[src/rtl/seq_det_pkg.sv]
// Shared widths and the KMP fallback function for the serial sequence detector.
package seq_det_pkg;

  // Largest pattern the fallback function handles; module N must not exceed it.
  localparam int N_MAX   = 32;
  localparam int STATE_W = $clog2(N_MAX);
  localparam int LEN_W   = $clog2(N_MAX + 1);

  // Longest prefix (shorter than len) that ends the history "first s pattern
  // bits followed by b". Expected bit j (1-based) lives at pat[len-j].
  // Called with s = len-1 and b = pat[0] it yields the longest proper border.
  function automatic logic [STATE_W-1:0] border_len(
    input logic [N_MAX-1:0] pat,
    input logic [LEN_W-1:0] len,
    input logic [STATE_W-1:0] s,
    input logic b
  );
    int l;
    int sv;
    int best;
    logic ok;
    l    = int'(len);
    sv   = int'(s);
    best = 0;
    for (int k = 1; k < N_MAX; k++) begin
      if (k < l && k <= sv + 1) begin
        ok = (pat[l - k] == b);
        for (int j = 1; j < N_MAX; j++) begin
          if (j < k && pat[l - j] != pat[l - (sv - k + 1 + j)]) ok = 1'b0;
        end
        if (ok) best = k;
      end
    end
    return STATE_W'(best);
  endfunction

endpackage

[src/rtl/seq_det_next.sv]
// Combinational next-state logic: KMP fallback, match detection and
// overlap / restart selection after a full match.
module seq_det_next
  import seq_det_pkg::*;
#(
  parameter int N = 8
) (
  input  logic [N-1:0]           pat,
  input  logic [$clog2(N+1)-1:0] len,
  input  logic [$clog2(N)-1:0]   state,
  input  logic                   in,
  input  logic                   overlap,
  output logic [$clog2(N)-1:0]   next_state,
  output logic                   hit
);

  localparam int SW = $clog2(N);

  logic [N_MAX-1:0]   pat_ext;
  logic [STATE_W-1:0] fb;

  // A match reuses the same fallback: at state len-1 with the final bit the
  // longest prefix below len is exactly the pattern's proper border.
  always_comb begin
    pat_ext         = '0;
    pat_ext[N-1:0]  = pat;
    fb              = border_len(pat_ext, LEN_W'(len), STATE_W'(state), in);
    hit             = (len != '0) && (int'(state) == int'(len) - 1) && (in == pat[0]);
    next_state      = '0;
    if (len != '0) begin
      if (hit) next_state = overlap ? SW'(fb) : '0;
      else     next_state = SW'(fb);
    end
  end

endmodule

[src/rtl/seq_detector_param.sv]
// Parametrised Mealy serial-sequence detector with runtime-loadable pattern,
// overlap selection and a saturating match counter.
module seq_detector_param
  import seq_det_pkg::*;
#(
  parameter int           N       = 8,
  parameter int           DEF_LEN = 5,
  parameter logic [N-1:0] PATTERN = N'(8'b0001_1011),
  parameter int           CNT_W   = 8
) (
  input  logic                   clk,
  input  logic                   rst_n,
  input  logic                   in,
  input  logic                   en,
  input  logic                   overlap,
  input  logic                   pat_load,
  input  logic [N-1:0]           pat_in,
  input  logic [$clog2(N+1)-1:0] pat_len,
  input  logic                   cnt_clr,
  output logic                   out,
  output logic [$clog2(N)-1:0]   state,
  output logic [CNT_W-1:0]       match_cnt
);

  localparam int LW = $clog2(N + 1);
  localparam int SW = $clog2(N);
  localparam logic [LW-1:0]    LEN_MAX  = LW'(N);
  localparam logic [LW-1:0]    LEN_RST  = LW'(DEF_LEN);
  localparam logic [CNT_W-1:0] CNT_SAT  = '1;

  logic [N-1:0]  pat;
  logic [LW-1:0] len;
  logic [LW-1:0] load_len;
  logic [SW-1:0] next_state;
  logic          hit;

  seq_det_next #(.N(N)) u_next (
    .pat        (pat),
    .len        (len),
    .state      (state),
    .in         (in),
    .overlap    (overlap),
    .next_state (next_state),
    .hit        (hit)
  );

  assign load_len = (pat_len > LEN_MAX) ? LEN_MAX : pat_len;

  // Zero-latency Mealy output; a load cycle discards the sampled bit.
  assign out = rst_n & en & ~pat_load & hit;

  // Pattern and length registers, reloaded on request.
  always_ff @(posedge clk or negedge rst_n) begin
    if (!rst_n) begin
      pat <= PATTERN;
      len <= LEN_RST;
    end else if (pat_load) begin
      pat <= pat_in;
      len <= load_len;
    end
  end

  // Matched-prefix state; a load restarts matching, en=0 freezes it.
  always_ff @(posedge clk or negedge rst_n) begin
    if (!rst_n)        state <= '0;
    else if (pat_load) state <= '0;
    else if (en)       state <= next_state;
  end

  // Saturating match counter; clear wins over a simultaneous match.
  always_ff @(posedge clk or negedge rst_n) begin
    if (!rst_n)                          match_cnt <= '0;
    else if (cnt_clr)                    match_cnt <= '0;
    else if (out && match_cnt != CNT_SAT) match_cnt <= match_cnt + 1'b1;
  end

endmodule

[config.mk]
export PLATFORM = sky130hd
export DESIGN_NAME = seq_detector_param
export DESIGN_NICKNAME = d
export VERILOG_FILES = /design/src/rtl/seq_det_pkg.sv /design/src/rtl/seq_det_next.sv /design/src/rtl/seq_detector_param.sv
export SDC_FILE = /design/constraint.sdc
export NUM_CORES = 1
export LEC_CHECK = 0
export ABC_AREA = 1
export CORE_UTILIZATION = 40
export DETAILED_ROUTE_END_ITERATION = 10
export GPL_ROUTABILITY_DRIVEN = 1
export PLACE_DENSITY = 0.65
export SLEW_MARGIN = 20
export SYNTH_ARGS = -nofsm -noshare
export SYNTH_HDL_FRONTEND = slang
export SYNTH_SLANG_ARGS = --single-unit
[constraint.sdc]
create_clock -name clk -period 5.9 [get_ports clk]
set_clock_uncertainty 0.05 [all_clocks]
set_input_delay 0.59 -clock clk [delete_from_list [all_inputs] [get_ports clk]]
set_output_delay 0.59 -clock clk [all_outputs]
set_load 0.02 [all_outputs]
* After elaboration in Yosys (flattened, before gate mapping)
Index checks and enable logic that the tools add are counted.
Widths: inputs -> output; s select.
** Storage, ports and cells
- Register bits :: 23
- Bits of input ports :: 19
- Output and inout port bits :: 12
- Logic and storage cells :: 949
** Cells by class
- Add/sub/neg operators :: 224
- $lt $le $gt $ge :: 134
- Equality and inequality tests :: 108
- Multiplexer cells :: 455
- Bitwise operators :: 4
- Reduce and logical (&&, ||, !) cells :: 20
** Operators with widths (count)
- $lt 32x7->1 const B :: 105
- $sub 5x32->32 :: 91
- $add 32x4->32 const B :: 34
- $add 32x2->32 const B :: 26
- $add 32x3->32 const B :: 23
- $add 32x5->32 const B :: 21
- $bmux 1 s5 :: 105
- $mux 1 :: 316
- $le 5x32->1 const A :: 7
- $le 4x32->1 const A :: 4
- $ne 1x1->1 :: 91
- $mux 3 :: 30
- $le 3x32->1 const A :: 2
- $sub 3x4->5 const B :: 7
- $sub 4x4->5 const B :: 7
- $eq 4x32->1 :: 1
- $le 2x32->1 const A :: 1
- $lt 4x4->1 const A :: 7
- $sub 4x3->5 const B :: 4
- $logic_and 1x1->1 :: 17
- $lt 3x4->1 const A :: 4
- $mux 8 :: 2
- $sub 3x3->4 const B :: 4
- $eq 1x1->1 :: 15
- other kinds (15) :: 21

* Longest topological paths before layout
Gate-level depths: netlist of the first run.
- Depth in word-level cells :: 41
- Depth in mapped cells :: 38
- Depth with buffers taken out :: 34

* Cells and area by module
From an unflattened synthesis of the first run, not the netlist that was laid out.
** Unflattened totals
- Cells, all modules :: 2350
- Area total of the unflattened synthesis :: 15260.9 um2
** Modules (own cells, without submodules)
- seq_det_next :: instances 1, cells an instance 2213, area an instance 14142.3 um2, seq. area each 0.0 um2
- seq_detector_param :: instances 1, cells an instance 137, area an instance 1118.6 um2, seq. area each 583.1 um2

* Worst setup path after synthesis of the first run
OpenSTA, ideal clock, no wires.
- Kind :: register to register
- From :: register state[1]
- To :: register state[0]
- Library setup time :: 0.116 ns
- Arrival time :: 4.805 ns
- Data required time :: 5.734 ns
- Slack :: 0.929 ns
- Stages on the path, launching flop included :: 30
- Period minus slack after synthesis :: 4.971 ns
- Cells stage by stage :: dfrtp_1 -> inv_1 -> ha_1 -> buf_4 -> inv_1 -> fa_1 -> clkbuf_1 -> inv_1 -> ha_1 -> inv_1 -> fa_1 -> inv_1 -> nand3_1 -> nand2_1 -> nor2_1 -> nand2_1 -> nand2_1 -> nand2_1 -> nor2_1 -> nand2_1 -> nand3_1 -> nand3_1 -> nand2_1 -> nand2_1 -> nand2_1 -> nand2_1 -> nand2_1 -> nand2_1 -> nand2_1 -> nand2_1
** On the way
- Cells in the longest elaborated chain, start to end :: 41
- Elaborated cells on any way between the ends :: 740
** RTL lines
- from (decl) :: RTL line seq_detector_param.sv:21 : output logic [$clog2(N)-1:0] state,
- from (signal assigned) :: RTL line seq_detector_param.sv:67 : else if (en) state <= next_state;
- $sub 3x2->4 :: RTL line seq_det_pkg.sv:29 : if (j < k && pat[l - j] != pat[l - (sv - k + 1 + j)]) ok = 1'b0;
- $add 32x2->32
- $add 32x2->32 :: RTL line seq_det_pkg.sv:29
- $sub 5x32->32 :: RTL line seq_det_pkg.sv:29
- $bmux 1 s5 :: RTL line seq_det_pkg.sv:29
- $mux 1 (implied by the code) (2 in series) :: RTL line seq_det_pkg.sv:29
- $ne 1x1->1 :: RTL line seq_det_pkg.sv:29
- $mux 1 :: RTL line seq_det_pkg.sv:29
- (+24 left out)
- $mux 3 :: RTL line seq_det_pkg.sv:26 : if (k < l && k <= sv + 1) begin
- $mux 3 :: RTL line seq_det_pkg.sv:31 : if (ok) best = k;
- $mux 3 :: RTL line seq_det_pkg.sv:26
- $mux 3 :: RTL line seq_det_next.sv:31 : if (hit) next_state = overlap ? SW'(fb) : '0;
- $mux 3 * :: RTL line seq_det_next.sv:31
- $mux 3 * :: RTL line seq_det_next.sv:30 : if (len != '0) begin
- $mux 3 * :: RTL line seq_detector_param.sv:67
- $mux 3 * :: RTL line seq_detector_param.sv:66 : else if (pat_load) state <= '0;
Every way passes the cells marked *; elsewhere a longest branch is shown, timed or not. The select of a mux whose other input is x is not followed.
A chain may end at the register's enable or synchronous reset.

* Worst setup path after layout of the first run
Same ends and word-level chain as after synthesis.

==> results of run 1 <==
[layer usage]
layer	global-route usage [%]	vias up	part of all wire (%)
met4	11.3	0	4.4
met1	39.3	7891	43
li1	-	8116	-
met2	48.9	740	45
met5	0	-	0
met3	3.18	142	7.6
[cells in the mapped netlist, drive strengths merged (9+ instances only)]
cell type and count:
xor2 175, a31oi 11, nand3 240, o21bai 9, a21oi 136, inv 334, o21ai 159, buf 23
fa 55, nand3b 15, ha 275, nand2 645, nand4 23, dfrtp 17, xnor2 121, clkbuf 24
nor2 175, nor3 18
[worst max-delay path, delay by kind of cell, from the launching register on]
| kind | cells | cell delay (ps) |
|---|---|---|
| AO/OA/AOI/OAI | 2 | 930 |
| XOR/XNOR | 1 | 160 |
| adder cells (fa/ha/maj) | 3 | 1310 |
| buffers and inverters | 3 | 640 |
| flip-flops | 1 | 550 |
| AND/OR/NAND/NOR | 16 | 1330 |
[metrics by stage]
stage	area [sq um]	total power [mW]	setup WS, ps	hold WS, ps	utilization [%]
CTS	17200	4.40	973	460	43.2
detailed placement	17200	4.21	1010	449	43.0
global route	17200	4.91	512	499	43.2
global placement	17200	4.13	1070	449	43.0
finish	17200	4.48	879	462	43.2
floorplan	16200	3.16	929	244	-
[final cells by class]
| type | instances | area [sq um] | share of cell area [%] |
|---|---|---|---|
| Tap cell | 525 | 657 | 3.81 |
| Inverter | 337 | 1270 | 7.38 |
| Clock inverter | 1 | 7.51 | 0.0435 |
| Multi-Input combinational cell | 2112 | 14100 | 81.9 |
| Sequential cell | 23 | 584 | 3.39 |
| Clock buffer | 3 | 75.1 | 0.435 |
| Timing Repair Buffer | 58 | 523 | 3.03 |
[logic make-up (layout without fill, tap and decap cells)]
group,count (synthesis),in the layout
adder cells (fa/ha/maj),330,330
buffers and inverters,384,399
AND/OR/NAND/NOR,1132,1132
multiplexers,7,7
XOR/XNOR,296,296
flip-flops,23,23
AO/OA/AOI/OAI,347,347
[report_power, final]
part / internal [mW] / switching, mW
clock: 0.0926 / 0.0727
sequential: 0.169 / 0.0192
combinational: 1.44 / 2.69
total: 1.70 / 2.78
[flip-flops by register name, summed over array words and instances (netlist names)]
signal     cells
pat            8
match_cnt      8
len            4
state          3
[worst max-delay path by stage]
stage               startpoint  slack (ps)  cells after the start        to
finish                state[1]         880                     25  state[0]
global route          state[1]         510                     28  state[0]
CTS                   state[1]         970                     25  state[0]
detailed placement    state[1]        1010                     25  state[0]
global placement      state[1]        1070                     25  state[0]
floorplan             state[1]         930                     29  state[0]
==> impl_metrics.env, run 1 <==
export IMPL_synthTopCellsByArea="ha_1, nand2_1, xor2_1, inv_1, nand3_1"
export IMPL_grt_overflow_total=0
export IMPL_fillCellCount=4189
export IMPL_portBuffers=30
export IMPL_path_clk_slew_ps=80
export IMPL_dr_pass1_iters=6
export IMPL_root_buffer="clkbuf_16"
export IMPL_holdPathEnd="pat[4]"
export IMPL_fmax_mhz=199
export IMPL_numCtsBuffers=3
export IMPL_synth_compound_gate_area_share_pct=11.5
export IMPL_fin_crit_ps=5020
export IMPL_syn_avg_cell_area_sq_um=6.44
export IMPL_grt_max_degree=45
export IMPL_syn_inst=2519
export IMPL_synth_fa_ha_area_share_pct=28.0
export IMPL_antenna_cells=0
export IMPL_layoutNonFillerInstCount=3059
export IMPL_synth_nets=2868
export IMPL_worst_setup_path_type="reg -> reg"
export IMPL_rows=73
export IMPL_ys_types=58
export IMPL_cts_htree_levels=1
export IMPL_cts_sinks=23
export IMPL_period_share_pct=85.1
export IMPL_min_from="pat[4]"
export IMPL_hold_class="reg -> reg"
export IMPL_r2r_start="state[1]"
export IMPL_wl_um=61400
export IMPL_detail_route_antenna_nets=0
export IMPL_async_flop_share_pct=100
export IMPL_yosysWarnings=0
export IMPL_power_density_nw_per_um2=260
export IMPL_ys_flop_type="dfrtp_1"
export IMPL_drt_initial_drc_count=1833
export IMPL_die_x_um=203
export IMPL_wl_per_cell_um=20.1
export IMPL_syn_to_final_growth_pct=6.21
export IMPL_nNetsFinal=2884
export IMPL_grt_pass1_vias=15900
export IMPL_path_common_cell="nand2_1"
export IMPL_grt_usage_pct=29.5
export IMPL_drc=0
export IMPL_synth_edf_count=0
export IMPL_setup_viol=0
export IMPL_place_hpwl_um=48300
export IMPL_status="finished, final reports clean"
export IMPL_viasPerCell=5.52
export IMPL_clk_latency_ps=280
export IMPL_reg2reg_to="state[0]"
export IMPL_die_area_sq_um=41400
export IMPL_synth_area_sq_um=16200
export IMPL_start_util_pct=40.7
export IMPL_cp_max_fo=12
export IMPL_ys_seq_area_share_pct=3.59
export IMPL_slew_violations=0
export IMPL_cts_resized=0
export IMPL_critical_path_max_stage_delay_ps=600
export IMPL_synth_area_leader_cell="ha_1"
export IMPL_post_cts_buffers=0
export IMPL_dp_cells=3055
export IMPL_synth_seq_cells=23
export IMPL_max_slew_worst_pin_slew_ps=1120
export IMPL_cts_hold_buf=0
export IMPL_antenna_found_initial=0
export IMPL_vdd_drop_max_mv=0.117
export IMPL_muxShareOfSynthArea_pct=0.439
export IMPL_grt_pass1_wl_um=93600
export IMPL_synth_top_cell_area_share_pct=21.2
export IMPL_cp_slowest_cell="a31oi_1"
export IMPL_worstSetupStartpointType="flop"
export IMPL_die_y_um=203
export IMPL_reg2reg_depth=25
export IMPL_relSlewSlack_pct=24.9
export IMPL_layout_common_cells="nand2_1, inv_1, ha_1, nand3_1, xor2_1"
export IMPL_cp_end_kind="flop"
export IMPL_rsz0062_at_grt="no"
export IMPL_hold_viol=0
export IMPL_ioPinCount=31
export IMPL_rrSetupSlack_ps=880
export IMPL_cts_tree="built"
export IMPL_clock_path_buffers=2
export IMPL_drive_gt1_share_pct=4.42
export IMPL_core_sq_um=39900
export IMPL_p_leak_nw=8.86
export IMPL_final_common_cell="nand2_1"
export IMPL_crit_required_ps=6070
export IMPL_num_vias=16900
export IMPL_fin_tns_setup_ps=0
export IMPL_yosys_area_share_simple_pct=30.7
export IMPL_synth_top_family_by_area="simple AND/OR/NAND/NOR gates"
export IMPL_whs_path_depth=2
export IMPL_maxCapViolCount=0
export IMPL_arrival_ps=5190
export IMPL_synth_xor_area_share_pct=16.3
export IMPL_place_congestion=1.01
Power figures use the tool's default switching activity.
==> run 2, diff against run 1 <==
CTS_CLUSTER_SIZE = 8   (was not set)
==> results of run 2 <==
The final DEF is identical to that of run 1; final timing and power are the same.
